--- src/rtl/v_sv_resp.sv ---
// ------------------------------------------------------------------------
// v_sv_resp : single-outstanding request/response register-file responder.
// Optional request parity checking is enabled by V_SV_RESP_PARITY_EN.
// Revision  : 1.0
// ------------------------------------------------------------------------
`timescale 1ns/1ps
`default_nettype none

module v_sv_resp #(
  parameter int DATA_W = 32,
  parameter int NREGS  = 16
) (
  input  logic              clk,
  input  logic              rst_n,
  input  logic              req_valid,
  output logic              req_ready,
  input  logic              req_write,
  input  logic [7:0]        req_addr,
  input  logic [DATA_W-1:0] req_wdata,
  input  logic              req_par,
  output logic              rsp_valid,
  input  logic              rsp_ready,
  output logic [DATA_W-1:0] rsp_rdata,
  output logic              rsp_err,
  output logic [15:0]       txn_count
);

  localparam logic [8:0] NREGS_L = 9'(NREGS);

  typedef enum logic [1:0] {
    IDLE   = 2'd0,
    ACCESS = 2'd1,
    RESP   = 2'd2
  } state_t;

  state_t state;
  state_t state_nxt;

  logic              req_fire;
  logic              rsp_fire;
  logic              cap_write;
  logic [7:0]        cap_addr;
  logic [DATA_W-1:0] cap_wdata;
  logic              addr_bad;
  logic              par_bad;
  logic              acc_err;
  logic              wr_en;
  logic [DATA_W-1:0] rd_mux;
  logic [DATA_W-1:0] regs [NREGS];

  always_ff @(posedge clk or negedge rst_n) begin
    if (!rst_n) begin
      state <= IDLE;
    end else begin
      state <= state_nxt;
    end
  end

  // req_ready is gated by rst_n so nothing is offered while reset is held.
  always_comb begin
    state_nxt = state;
    req_ready = 1'b0;
    rsp_valid = 1'b0;
    case (state)
      IDLE: begin
        req_ready = rst_n;
        if (req_valid && rst_n) begin
          state_nxt = ACCESS;
        end
      end
      ACCESS: begin
        state_nxt = RESP;
      end
      RESP: begin
        rsp_valid = 1'b1;
        if (rsp_ready) begin
          state_nxt = IDLE;
        end
      end
      default: begin
        state_nxt = IDLE;
      end
    endcase
  end

  assign req_fire = req_valid && req_ready;
  assign rsp_fire = rsp_valid && rsp_ready;

  always_ff @(posedge clk or negedge rst_n) begin
    if (!rst_n) begin
      cap_write <= 1'b0;
      cap_addr  <= 8'd0;
      cap_wdata <= '0;
    end else if (req_fire) begin
      cap_write <= req_write;
      cap_addr  <= req_addr;
      cap_wdata <= req_wdata;
    end
  end

`ifdef V_SV_RESP_PARITY_EN
  logic cap_par;

  always_ff @(posedge clk or negedge rst_n) begin
    if (!rst_n) begin
      cap_par <= 1'b0;
    end else if (req_fire) begin
      cap_par <= req_par;
    end
  end

  // Even parity: the XOR over payload plus parity bit must be zero.
  assign par_bad = ^{cap_write, cap_addr, cap_wdata, cap_par};
`else
  logic unused_par;

  assign unused_par = req_par;
  assign par_bad    = 1'b0;
`endif

  assign addr_bad = {1'b0, cap_addr} >= NREGS_L;
  assign acc_err  = addr_bad || par_bad;
  assign wr_en    = (state == ACCESS) && cap_write && !acc_err;

  always_comb begin
    rd_mux = '0;
    for (int i = 0; i < NREGS; i++) begin
      if (cap_addr == 8'(i)) begin
        rd_mux = regs[i];
      end
    end
  end

  always_ff @(posedge clk or negedge rst_n) begin
    if (!rst_n) begin
      for (int i = 0; i < NREGS; i++) begin
        regs[i] <= '0;
      end
    end else begin
      for (int i = 0; i < NREGS; i++) begin
        if (wr_en && (cap_addr == 8'(i))) begin
          regs[i] <= cap_wdata;
        end
      end
    end
  end

  // Response fields are loaded once in ACCESS and then held through RESP.
  always_ff @(posedge clk or negedge rst_n) begin
    if (!rst_n) begin
      rsp_rdata <= '0;
      rsp_err   <= 1'b0;
      txn_count <= 16'd0;
    end else begin
      if (state == ACCESS) begin
        rsp_err   <= acc_err;
        rsp_rdata <= (acc_err || cap_write) ? '0 : rd_mux;
      end else if (rsp_fire) begin
        rsp_err   <= 1'b0;
        rsp_rdata <= '0;
      end
      if (rsp_fire) begin
        txn_count <= txn_count + 16'd1;
      end
    end
  end

endmodule

`default_nettype wire
--- config.mk ---
export PLATFORM = sky130hd
export DESIGN_NAME = v_sv_resp
export DESIGN_NICKNAME = d
export VERILOG_FILES = /design/src/rtl/v_sv_resp.sv
export SDC_FILE = /design/constraint.sdc
export NUM_CORES = 1
export LEC_CHECK = 0
export BUFFER_PORTS_ARGS = -buffer_cell sky130_fd_sc_hd__buf_4
export CORE_MARGIN = 5
export CORE_UTILIZATION = 45
export CTS_BUF_LIST = sky130_fd_sc_hd__clkbuf_16
export DETAILED_ROUTE_END_ITERATION = 10
export GPL_TIMING_DRIVEN = 0
export PLACE_DENSITY_LB_ADDON = 0.1
export SLEW_MARGIN = 30
export SYNTH_ARGS = -nofsm -noshare
export SYNTH_HDL_FRONTEND = slang
export SYNTH_SLANG_ARGS = --single-unit
--- constraint.sdc ---
create_clock -name clk -period 3.6 [get_ports clk]
set_clock_uncertainty 0.1 [all_clocks]
set_input_delay 0.36 -clock clk [delete_from_list [all_inputs] [get_ports clk]]
set_output_delay 0.36 -clock clk [all_outputs]
set_load 0.03 [all_outputs]
==> impl_metrics.json <==
{
  "synth_top_area_frac": 0.5347,
  "ys_async_sr_fraction": 1.000,
  "dpl_worst_slack_ps": -463.8,
  "insertion_delay_ps": 610,
  "first_iter_violations": 1941,
  "grt_pass1_wl_mm": 146.0,
  "yosysMostFrequentCell": "dfrtp_1",
  "drive_gt1_frac": 0.3530,
  "fin_crit_ps": 3585,
  "clkSinkCount": 604,
  "core_area_um2": 61940,
  "power.share.clock": 0.377,
  "maxSlewViolCount": 0,
  "timing.final.crit_share": 0.9959,
  "die_y_um": 260.6,
  "status": "finished, final reports clean",
  "reg2reg_slack_ps": 10,
  "cp_max_fo": 10,
  "worst_pin_slew_ps": 1118,
  "finalSetupTns_ps": 0,
  "p_comb_frac": 0.199,
  "gp_congestion": 0.9689,
  "finalSetupViolations": 0,
  "final_core_util": 0.5297,
  "dp_hpwl_mm": 69.91,
  "ys_types": 69,
  "ys_seq_area_frac": 0.5347,
  "ys_top_cells_by_area": "dfrtp_1 (53%), mux2_2 (16%), mux2_4 (6.3%), o21ai_0 (2.5%), mux4_2 (1.9%)",
  "vias": 20210,
  "htreeDepth": 3,
  "maxSlewHeadroom": 0.2546,
  "multi_input_area_um2": 12210,
  "ios": 97,
  "track_usage": 0.2957,
  "first_global_vias": 20690,
  "row_count": 91,
  "p_sw_frac": 0.3311,
  "cp-end-kind": "flop",
  "maxCapViolations": 0,
  "crit_start": "cap_addr[2]$_DFFE_PN0P_",
  "synth_nets": 2244,
  "ys_ff_latch": 604,
  "criticalPathCategory": "reg -> reg",
  "wire_per_inst_um": 30.77,
  "die_area_um2": 67930,
  "fin_ws_ps": 14.78,
  "viasPerCell": 6.136,
  "nFillCells": 5416,
  "antenna_found_initial": 2,
  "place.port_buffers": 95,
  "wirelength_mm": 101.3,
  "syn2layout_area_growth_pct": 16.06,
  "die_x_um": 260.6,
  "leakage_uw": 0.01590,
  "synth_common_cells": "dfrtp_1 (604), mux2_2 (400), o21ai_0 (139)",
  "power_density_nw_per_um2": 524.9,
  "postSynthCellCount": 2197,
  "final_cells": 3293,
  "drtPass1Iterations": 6,
  "yosys.area.top_type": "dfrtp_1",
  "numCtsBuffers": 69,
  "ys.flop_type": "dfrtp_1",
  "ir_drop_mv": 0.4383,
  "sequentialPowerShare": 0.424,
  "cp_data_required_time_ps": 4030,
  "critPathArrivalTime_ps": 4010,
  "post_cts_buffers": 0,
  "timing.fmax_ghz": 0.2789,
  "grt_overflow": 0,
  "yosys_warnings": 0,
  "avgSynthCellArea_um2": 12.87,
  "clockBufferDepth": 3,
  "start_util": 0.4564,
  "r2r_start": "cap_addr[2]$_DFFE_PN0P_",
  "synth-edff-count": 0,
  "cp-start-kind": "flop",
  "dpl.cell_count": 3138,
  "ff_latch_area_um2": 15110,
  "post-route-drc-count": 0,
  "diodes": 0,
  "rsz0062_at_grt": "false",
  "p_int_uw": 11520,
  "nNetsFinal": 2461,
  "cts_tree": "yes",
  "ant_nets": 0,
  "hold_violations": 0,
  "clkTransAtPathRegs_ps": 60,
  "cts_root_buffer": "clkbuf_16",
  "worstHoldPathType": "in -> async",
  "synth_area_um2": 28270,
  "grt_max_degree": 88,
  "switching_power_uw": 5702
}
## sequential cells by signal (all words and copies together) (netlist names)
signal / flops
txn_count: 16
rsp_rdata: 32
regs: 512
cap_write: 1
cap_wdata: 32
cap_addr: 8
state: 2
rsp_err: 1
## final timing paths
path                       cells after the start                   endpoint
max                                            7  rsp_rdata[20]$_DFFE_PN0P_
min                                            3      regs[387]$_DFFE_PN0P_
max reg2reg                                    7  rsp_rdata[20]$_DFFE_PN0P_
min reg2reg                                    1  txn_count[15]$_DFFE_PN0P_
max in group asynchronous                      5      regs[236]$_DFFE_PN0P_
min in group clk                               1  txn_count[15]$_DFFE_PN0P_
## stage by stage
step	hold WS, ps	instance area (µm²)	total power (µW)
6_report	317.9	32810	17220
5_1_grt	342.0	32810	17740
4_1_cts	309.5	32800	17240
3_5_place_dp	288.1	30280	10720
3_3_place_gp	358.6	30030	10660
2_1_floorplan	-35.59	28270	8935
## final cells by class
cell class                      instances  area share
Buffer                                182     0.02933
Clock buffer                           73     0.05568
Clock inverter                         40    0.005988
Inverter                               18    0.002059
Multi-Input combinational cell       1391      0.3721
Sequential cell                       604      0.4607
Tap cell                              837     0.03192
Timing Repair Buffer                  148     0.04226
## logic make-up (layout without fill, tap and decap cells)
| kind of cell | after synthesis | after routing | synth area share |
|---|---|---|---|
| adders and majority gates | 1 | 1 | 0.0004426 |
| and+or+nand+nor | 328 | 328 | 0.05714 |
| xor gates and xnor gates | 15 | 15 | 0.004647 |
| buffers and inverters | 202 | 461 | 0.03541 |
| muxes | 617 | 617 | 0.2691 |
| AOI/OAI and AO/OA | 430 | 430 | 0.09857 |
| DFF | 604 | 604 | 0.5347 |
## cell usage in the layout (no fill, tap or decap), types with 43 or more instances in the layout
master	n
a21oi_1	89
mux2_2	400
mux2i_1	44
o21ai_0	139
dlygate4sd3_1	43
clkbuf_1	85
dfrtp_1	604
mux2_4	118
nor2_1	108
buf_4	128
nand2_1	101
clkbuf_16	73
## routing by layer
metal	global-route usage	routed length (µm)	vias to the layer above
met5	0	15	-
met4	0.1350	5532	2
met3	0.05776	7275	255
met2	0.4700	46560	906
met1	0.3953	41950	10580
li1	-	-	8465
## power groups by stage
stage / Sequential, µW / Clock, µW / Combinational [µW]
after global placement: 7410 / 0 / 3250
final: 7300 / 6500 / 3420
after CTS: 7300 / 6580 / 3360
after floorplan: 7330 / 0 / 1600
after global routing: 7330 / 6880 / 3530
after detailed placement: 7410 / 0 / 3310
## critical path, cell delays in order, from the launching register on
cell and delay [ps]:
dfrtp_1 510, clkbuf_1 480, clkbuf_1 760, clkbuf_1 740, nand3_1 380, o221ai_1 260
o2111ai_1 140, nand3_1 140
## repair_timing
| action | 4_1_cts | 5_1_grt |
|---|---|---|
| endpoints found under the setup margin | 100 | 15 |
| pin swaps | 0 | 0 |
| hold endpoints to repair | 113 | 0 |
| hold buffers | 44 | 0 |
| gates resized for setup | 16 | 5 |
No activity file was read; power rests on OpenSTA's default activity.
